<file path="config.mk">
export PLATFORM = sky130hd
export DESIGN_NAME = nbcac_22di_decoder_seq
export DESIGN_NICKNAME = d
export VERILOG_FILES = /design/src/rtl/nbcac_22di_decoder_seq.sv
export SDC_FILE = /design/constraint.sdc
export NUM_CORES = 1
export LEC_CHECK = 0
export ABC_AREA = 1
export ABC_CLOCK_PERIOD_IN_PS = 6700
export BUFFER_PORTS_ARGS = -buffer_cell sky130_fd_sc_hd__buf_2
export CAP_MARGIN = 30
export CORE_MARGIN = 2
export CORE_UTILIZATION = 45
export DETAILED_ROUTE_END_ITERATION = 10
export GPL_TIMING_DRIVEN = 0
export RECOVER_POWER = 50
export SETUP_SLACK_MARGIN = 0.3
export SYNTH_ARGS = -nofsm -noshare
export SYNTH_HDL_FRONTEND = slang
export SYNTH_SLANG_ARGS = --single-unit
</file>
<file path="constraint.sdc">
create_clock -name clk -period 6.7 [get_ports clk]
set_input_delay 1.34 -clock clk [delete_from_list [all_inputs] [get_ports clk]]
set_output_delay 1.34 -clock clk [all_outputs]
set_load 0.02 [all_outputs]
</file>
<file path="src/rtl/nbcac_22di_decoder_seq.sv">
// Multi-cycle NBCAC 22-bit decoder: rebuilds v = sum(d[i]*s[i]) from a 31-bit codeword, BPC bits per cycle.
// Optional range check on the final sum is enabled by defining NBCAC_DEC_RANGE_CHK_EN.
module nbcac_22di_decoder_seq #(
  parameter int BPC = 4
) (
  input  logic        clk,
  input  logic        rst_n,
  input  logic        in_valid,
  output logic        in_ready,
  input  logic [30:0] in_code,
  output logic        out_valid,
  input  logic        out_ready,
  output logic [21:0] out_data,
  output logic        out_err
);

  // Handshake: a transfer happens on a rising edge where valid and ready are both high;
  // in_ready is high only in IDLE, out_valid only in DONE, and data is held while stalled.

  localparam int         N    = (31 + BPC - 1) / BPC;
  localparam logic [4:0] LAST = 5'(N - 1);

  typedef enum logic [1:0] {
    S_IDLE = 2'd0,
    S_ACC  = 2'd1,
    S_DONE = 2'd2
  } state_t;

  state_t      r_state;
  logic [30:0] r_code;
  logic [4:0]  r_chunk;
  logic [22:0] r_acc;
  logic [22:0] w_chunk_sum;
  logic [22:0] w_acc_next;
  logic        w_over;

  // Encoder weight table; k is the zero-based codeword bit index (k = i-1).
  function automatic logic [22:0] weight(input logic [4:0] k);
    case (k)
      5'd0:    weight = 23'd1;
      5'd1:    weight = 23'd1664080;
      5'd2:    weight = 23'd1028458;
      5'd3:    weight = 23'd635622;
      5'd4:    weight = 23'd392836;
      5'd5:    weight = 23'd242786;
      5'd6:    weight = 23'd150050;
      5'd7:    weight = 23'd92736;
      5'd8:    weight = 23'd57314;
      5'd9:    weight = 23'd35422;
      5'd10:   weight = 23'd21892;
      5'd11:   weight = 23'd13530;
      5'd12:   weight = 23'd8362;
      5'd13:   weight = 23'd5168;
      5'd14:   weight = 23'd3194;
      5'd15:   weight = 23'd1974;
      5'd16:   weight = 23'd1220;
      5'd17:   weight = 23'd754;
      5'd18:   weight = 23'd466;
      5'd19:   weight = 23'd288;
      5'd20:   weight = 23'd178;
      5'd21:   weight = 23'd110;
      5'd22:   weight = 23'd68;
      5'd23:   weight = 23'd42;
      5'd24:   weight = 23'd26;
      5'd25:   weight = 23'd16;
      5'd26:   weight = 23'd10;
      5'd27:   weight = 23'd6;
      5'd28:   weight = 23'd4;
      5'd29:   weight = 23'd2;
      5'd30:   weight = 23'd2;
      default: weight = 23'd0;
    endcase
  endfunction

  // Weighted sum of the current chunk; bit positions past the last codeword bit add nothing.
  always_comb begin
    w_chunk_sum = '0;
    for (int j = 0; j < BPC; j++) begin
      if (int'(r_chunk) * BPC + j < 31) begin
        if (r_code[5'(int'(r_chunk) * BPC + j)]) begin
          w_chunk_sum = w_chunk_sum + weight(5'(int'(r_chunk) * BPC + j));
        end
      end
    end
  end

  assign w_acc_next = r_acc + w_chunk_sum;

`ifdef NBCAC_DEC_RANGE_CHK_EN
  assign w_over = (w_acc_next > 23'd4194303);
`else
  assign w_over = 1'b0;
`endif

  always_ff @(posedge clk) begin
    if (!rst_n) begin
      r_state   <= S_IDLE;
      r_code    <= '0;
      r_chunk   <= '0;
      r_acc     <= '0;
      in_ready  <= 1'b1;
      out_valid <= 1'b0;
      out_data  <= '0;
      out_err   <= 1'b0;
    end else begin
      case (r_state)
        S_IDLE: begin
          if (in_valid) begin
            r_code   <= in_code;
            r_acc    <= '0;
            r_chunk  <= '0;
            in_ready <= 1'b0;
            r_state  <= S_ACC;
          end
        end
        S_ACC: begin
          r_acc <= w_acc_next;
          if (r_chunk == LAST) begin
            out_data  <= w_acc_next[21:0];
            out_err   <= w_over;
            out_valid <= 1'b1;
            r_state   <= S_DONE;
          end else begin
            r_chunk <= r_chunk + 5'd1;
          end
        end
        S_DONE: begin
          if (out_ready) begin
            out_valid <= 1'b0;
            in_ready  <= 1'b1;
            r_state   <= S_IDLE;
          end
        end
        default: begin
          r_state <= S_IDLE;
        end
      endcase
    end
  end

endmodule

</file>
==> metrics.yaml, run 1 <==
cts_root_buf: "clkbuf_16"
synth_edf_count: 0
cp_slowest_cell: "dfxtp_4"
syn_inst: 1234
finalWirelength_microns: 25700
grtUsageMet1_pct: 32.2
final_core_util_pct: 61.1
antennaDiodeCount: 0
rsz0062_at_grt: "yes"
min_path_type: "reg -> reg"
skew_ps: 17.9
cp-start-kind: "register"
p_leak_uw: 0.00496
fmax_mhz: 147
busiest_layer: "met2"
fin_crit_ps: 6810
wire_per_inst_microns: 15.7
synth_top_area_share_pct: 23.9
cts_hold_buf: 0
final_cells: 1636
via_per_inst: 5.37
slew_headroom_pct: 52.0
run_status: "finished, violations left"
clock_path_buffers: 2
slew_violations: 0
gp_congestion: 0.938
dp_cells: 1521
pre_cts_slack_ps: -1080
area.growth.synth_to_final_pct: 34.2
synth-main-ff-cell: "dfxtp_1"
grt_pass1_vias: 8364
syn_area_per_cell_sq_um: 6.58
drt_iter0_markers: 571
tightest_slew_ps: 720
ys_async_sr_fraction_pct: 0
drive_gt1_share_pct: 28.6
die_width_microns: 138
final.period_utilization_pct: 102
cap_violations: 0
fin_nets: 1528
hpwl_microns: 18500
grt_max_degree: 20
min_delay_path_depth: 2
synth_cell_type_count: 57
clk_latency_ps: 360
core-area_sq_mm: 0.0178
drtPass1Iterations: 5
gr-total-overflow: 0
numClockSinks: 97
htree_levels: 3
yosysSeqAreaShare_pct: 23.9
yosysWarnings: 0
met3_usage_pct: 3.98
synth.area.top_cells: "dfxtp_1 24%, ha_1 13%, nand2_1 12%"
peakVddDrop_v: 0.000157
endpoint: "out_data[21]"
numCtsBuffers: 9
crit_path_max_incr_delay_ps: 350
regToRegSetupSlack_ps: -110
power_uw: 2790
start_util_pct: 45.5
critical_path_class: "reg -> reg"
drc: 0
yosysTopAreaCell: "dfxtp_1"
antenna_found_initial: 1
reg2reg_depth: 48
crit_arrival_ps: 7040
dieHeight_microns: 138
synth-seq-cells: 97
p_per_area_mw_per_mm2: 256
syn-num-nets: 1360
r2r_end: "out_data[21]"
end_kind: "register"
worst_slack_ps: -112
clk_pin_slew_ps: 80
use_met2_pct: 46.1
pin_count: 60
fin_tns_setup_ps: -401
grt_pass1_wl_microns: 40800
syn_area_sq_mm: 0.00812
required_ps: 6930
antenna_left: 0
rows: 49
violations: "setup timing"
cts_tree: "done"
hold_viol_final: 0
crit_start: "r_chunk[0]"
finalSetupViolations: 5
dieArea_sq_mm: 0.0191
cp_max_fo: 5
via_count: 8793
port_buffers: 58
track_usage_pct: 26.1
r2r_start: "r_chunk[0]"
report_power, final:
group	internal, uW	switching, uW	total (uW)	leakage (uW)
sequential	617	23.9	641	0.000795
clock	263	253	516	0.000143
combinational	708	922	1630	0.00402
repair_timing:
action	CTS	global route
setup buffers	84	15
gates resized for setup	169	79
pin swaps	100	34
setup endpoints to repair	26	24
area by class of cell:
| class | instances | area (sq um) |
|---|---|---|
| fill | 1629 | 6950 |
| multi-input combinational | 963 | 6610 |
| sequential | 97 | 1950 |
| timing repair buffer | 157 | 1020 |
| inverter | 136 | 520 |
| tap | 229 | 287 |
| clock buffer | 9 | 225 |
| buffer | 38 | 213 |
| clock inverter | 7 | 72.6 |
synthesized netlist by cell type (all sizes together), types with 4 or more instances:
cell / instances
o22ai: 5
or2: 6
nor4: 4
nor3: 9
nand2: 266
inv: 135
o21ai: 129
fa: 4
nand4: 11
buf: 14
nand3: 54
xor2: 23
xnor2: 23
a31oi: 7
nor2: 137
dfxtp: 97
ha: 87
o31ai: 4
o21bai: 9
a211oi: 4
clkbuf: 24
a21oi: 158
worst max-delay path, delay by kind of cell (launching register included):
family,cells,cell delay (ps)
AOI/OAI and AO/OA,15,2070
xor gates and xnor gates,3,470
adders and majority gates,5,1400
buffers and inverters,9,800
DFF,1,350
and+or+nand+nor,16,1530
layer usage:
layer	part of all wire [%]	up-vias	wire length (microns)
met5	0.043	-	11
met4	3.1	2	809
met3	4.7	59	1200
met2	49	231	12600
met1	43	4028	11100
li1	-	4473	-
placed cells by master, fill, tap and decap left out, drive strengths merged:
master    count
xnor2        23
ha           87
a32o          2
conb          1
nand3        54
nor2        137
o21ai       129
o21bai        9
o21a          3
nor3b         2
nand4        11
nand2       266
o221ai        1
o31ai         4
a2bb2oi       1
dfxtp        97
xor2         23
or2           6
a22oi         2
a211oi        4
clkinv        4
inv         138
a21oi       158
nor3          9
buf         147
clkinvlp      1
nand3b        1
a21o          2
o211ai        2
o311ai        2
nor4          4
a21boi        3
a31oi         7
o22ai         5
fa            4
a221oi        1
clkbuf       57
worst min-delay path by stage:
stage | from | end | slack [ps]
3_3_place_gp | r_code[20] | r_code[20] | 440
3_5_place_dp | r_code[20] | r_code[20] | 450
2_1_floorplan | r_code[28] | r_code[28] | 430
6_report | r_code[20] | r_code[20] | 460
4_1_cts | r_code[20] | r_code[20] | 460
5_1_grt | r_code[24] | r_code[24] | 470
logic make-up (layout without fill, tap and decap cells):
kind of cell / Yosys count / in the layout / synth area share (%)
fa+ha+maj: 91 / 91 / 14.4
compound gates: 335 / 335 / 22.5
simple gates: 490 / 490 / 25.8
buf+inv: 174 / 347 / 8.38
flops: 97 / 97 / 23.9
other cells: 1 / 1 / 0.0462
xor+xnor: 46 / 46 / 4.96
stage by stage:
stage	area, sq um	hold slack, ps
floorplan	8330	429
global placement	8900	443
detailed placement	8900	446
CTS	10400	458
global route	10900	471
finish	10900	459
No activity file was read; power rests on OpenSTA's default activity.
==> inputs of run 2 (changes only) <==
--- a/config.mk
+++ b/config.mk
@@ -13,6 +13,7 @@
 export CORE_UTILIZATION = 45
 export DETAILED_ROUTE_END_ITERATION = 10
 export GPL_TIMING_DRIVEN = 0
+export PLACE_DENSITY_LB_ADDON = 0.08
 export RECOVER_POWER = 50
 export SETUP_SLACK_MARGIN = 0.3
 export SYNTH_ARGS = -nofsm -noshare
==> run 2 against run 1 <==
The run still ends with setup timing left. Largest cell class unchanged. Register-to-register slack gained 30 ps. Power grew 4.5%. Worst setup slack gained 31 ps. Sequential cell count is the same. Sequential share of layout area shrank 0.48 points. Highest routed layer unchanged.
==> metrics.yaml, run 2 (synthesis results as in run 1) <==
run_status: "finished, violations left"
violations: "setup timing"
cts_tree: "done"
crit_path_max_incr_delay_ps: 350  # about the same
power_uw: 2910  # +4.5%
drtPass1Iterations: 5  # unchanged
antenna_found_initial: 1  # unchanged
via_per_inst: 5.41  # +0.73%
antenna_left: 0  # unchanged
start_util_pct: 45.5  # unchanged
port_buffers: 58  # unchanged
wire_per_inst_microns: 16.1  # +2.4%
cap_violations: 0  # unchanged
end_kind: "register"
hpwl_microns: 18500  # about the same
final_core_util_pct: 62.8  # +1.7 points
cp_max_fo: 4  # -1
fmax_mhz: 147  # +0.45%
dieHeight_microns: 138  # unchanged
hold_viol_final: 0  # unchanged
htree_levels: 3  # unchanged
grt_max_degree: 18  # -10%
p_per_area_mw_per_mm2: 260  # +1.7%
required_ps: 6980  # +50 ps
drc: 0  # unchanged
final.period_utilization_pct: 101  # -0.46 points
core-area_sq_mm: 0.0178  # unchanged
numCtsBuffers: 9  # unchanged
cp-start-kind: "register"
postPlaceCellArea_sq_mm: 0.00890  # unchanged
path_common_cell: "nand2_1"
finalWirelength_microns: 26600  # +3.4%
antennaDiodeCount: 0  # unchanged
grt_pass1_wl_microns: 40700  # -0.22%
regToRegSetupSlack_ps: -80  # +30 ps
dieArea_sq_mm: 0.0191  # unchanged
via_count: 8944  # +1.7%
r2r_start: "r_chunk[0]"
grt_pass1_vias: 8280  # -1.0%
drt_iter0_markers: 522  # -8.6%
critical_path_class: "reg -> reg"
rows: 49  # unchanged
slew_headroom_pct: 48.4  # -3.6 points
crit_arrival_ps: 7070  # +30 ps
cp_slowest_cell: "dfxtp_4"
cts_root_buf: "clkbuf_16"
skew_ps: 10.3  # -7.60 ps
cts_hold_buf: 0  # unchanged
crit_start: "r_chunk[0]"
area.growth.synth_to_final_pct: 37.9
track_usage_pct: 26.0  # -0.10 points
slew_violations: 0  # unchanged
worst_hold_startpoint: "r_code[24]"
mostFrequentLayoutCells: "233 x nand2_1, 114 x inv_1, 112 x buf_4, 111 x nor2_1, 105 x a21oi_1"
gr-total-overflow: 0  # unchanged
min_path_type: "reg -> reg"
finalSetupViolations: 3  # -2
peakVddDrop_v: 0.000152  # -3.6%
p_leak_uw: 0.00505  # +1.8%
fin_nets: 1545  # +1.1%
rsz0062_at_grt: "yes"
die_width_microns: 138  # unchanged
numClockSinks: 97  # unchanged
drive_gt1_share_pct: 30.0  # +1.4 points
worst_slack_ps: -81.1  # +30.7 ps
gp_congestion: 0.908  # -3.2%
clock_path_buffers: 2  # unchanged
tightest_slew_ps: 771  # +51.2 ps
clk_pin_slew_ps: 80  # about the same
final_common_cell: "nand2_1"
fin_area_sq_mm: 0.0112  # +2.8%
pin_count: 60  # unchanged
clk_latency_ps: 350  # about the same
fin_crit_ps: 6780  # -30.7 ps
run 2: critical path: cells and delay by family (launching register included):
kind | cells | cell delay, ps
xor gates and xnor gates | 1 | 160
and+or+nand+nor | 19 | 1710
adders and majority gates | 6 | 1580
AOI/OAI and AO/OA | 16 | 2140
buffers and inverters | 10 | 760
DFF | 1 | 350
run 2: layout make-up:
| type | count | area, sq um |
|---|---|---|
| flip-flops and latches | 97 | 1950 |
| clock inverters | 6 | 76.3 |
| multi-input cells | 963 | 6770 |
| inverters | 136 | 520 |
| repair buffers | 174 | 1150 |
| fillers | 1651 | 6640 |
| clock buffers | 9 | 225 |
| well taps | 229 | 287 |
| plain buffers | 38 | 213 |
run 2: path summary, 6_finish.rpt:
kind,endpoint,cells past startpoint
setup reg to reg,out_data[21],52
hold reg to reg,r_code[24],2
hold / removal,r_code[24],2
setup / recovery,out_data[21],52
run 2: per-layer routing:
metal / vias to the layer above / GRT usage (%) / part of all wire, %
met3: 64 / 2.94 / 4.3
met2: 243 / 47.1 / 49
li1: 4491 / - / -
met1: 4144 / 32.2 / 43
met4: 2 / 8.27 / 3.4
met5: - / 0 / 0.049
run 2: power breakdown:
part	switching (uW)	leakage (uW)	internal [uW]
registers	25.1	0.000795	617
clock network	245	0.000142	294
logic	962	0.00411	769
run 2: repair_timing:
action / CTS / global route
setup buffers: 81 / 35
resized for setup: 154 / 115
setup endpoints to repair: 26 / 25
gates cloned: 0 / 0
pin swaps: 110 / 79
run 2: metrics by stage:
step	hold slack [ps]	setup TNS, ps	cells	worst slack (ps)
2_1_floorplan	429	0	1234	302
3_3_place_gp	448	-12170	1521	-1060
3_5_place_dp	450	-13250	1521	-1060
4_1_cts	461	0	1617	80.2
5_1_grt	486	-5890	1652	-589
6_report	462	-224	1652	-81.1
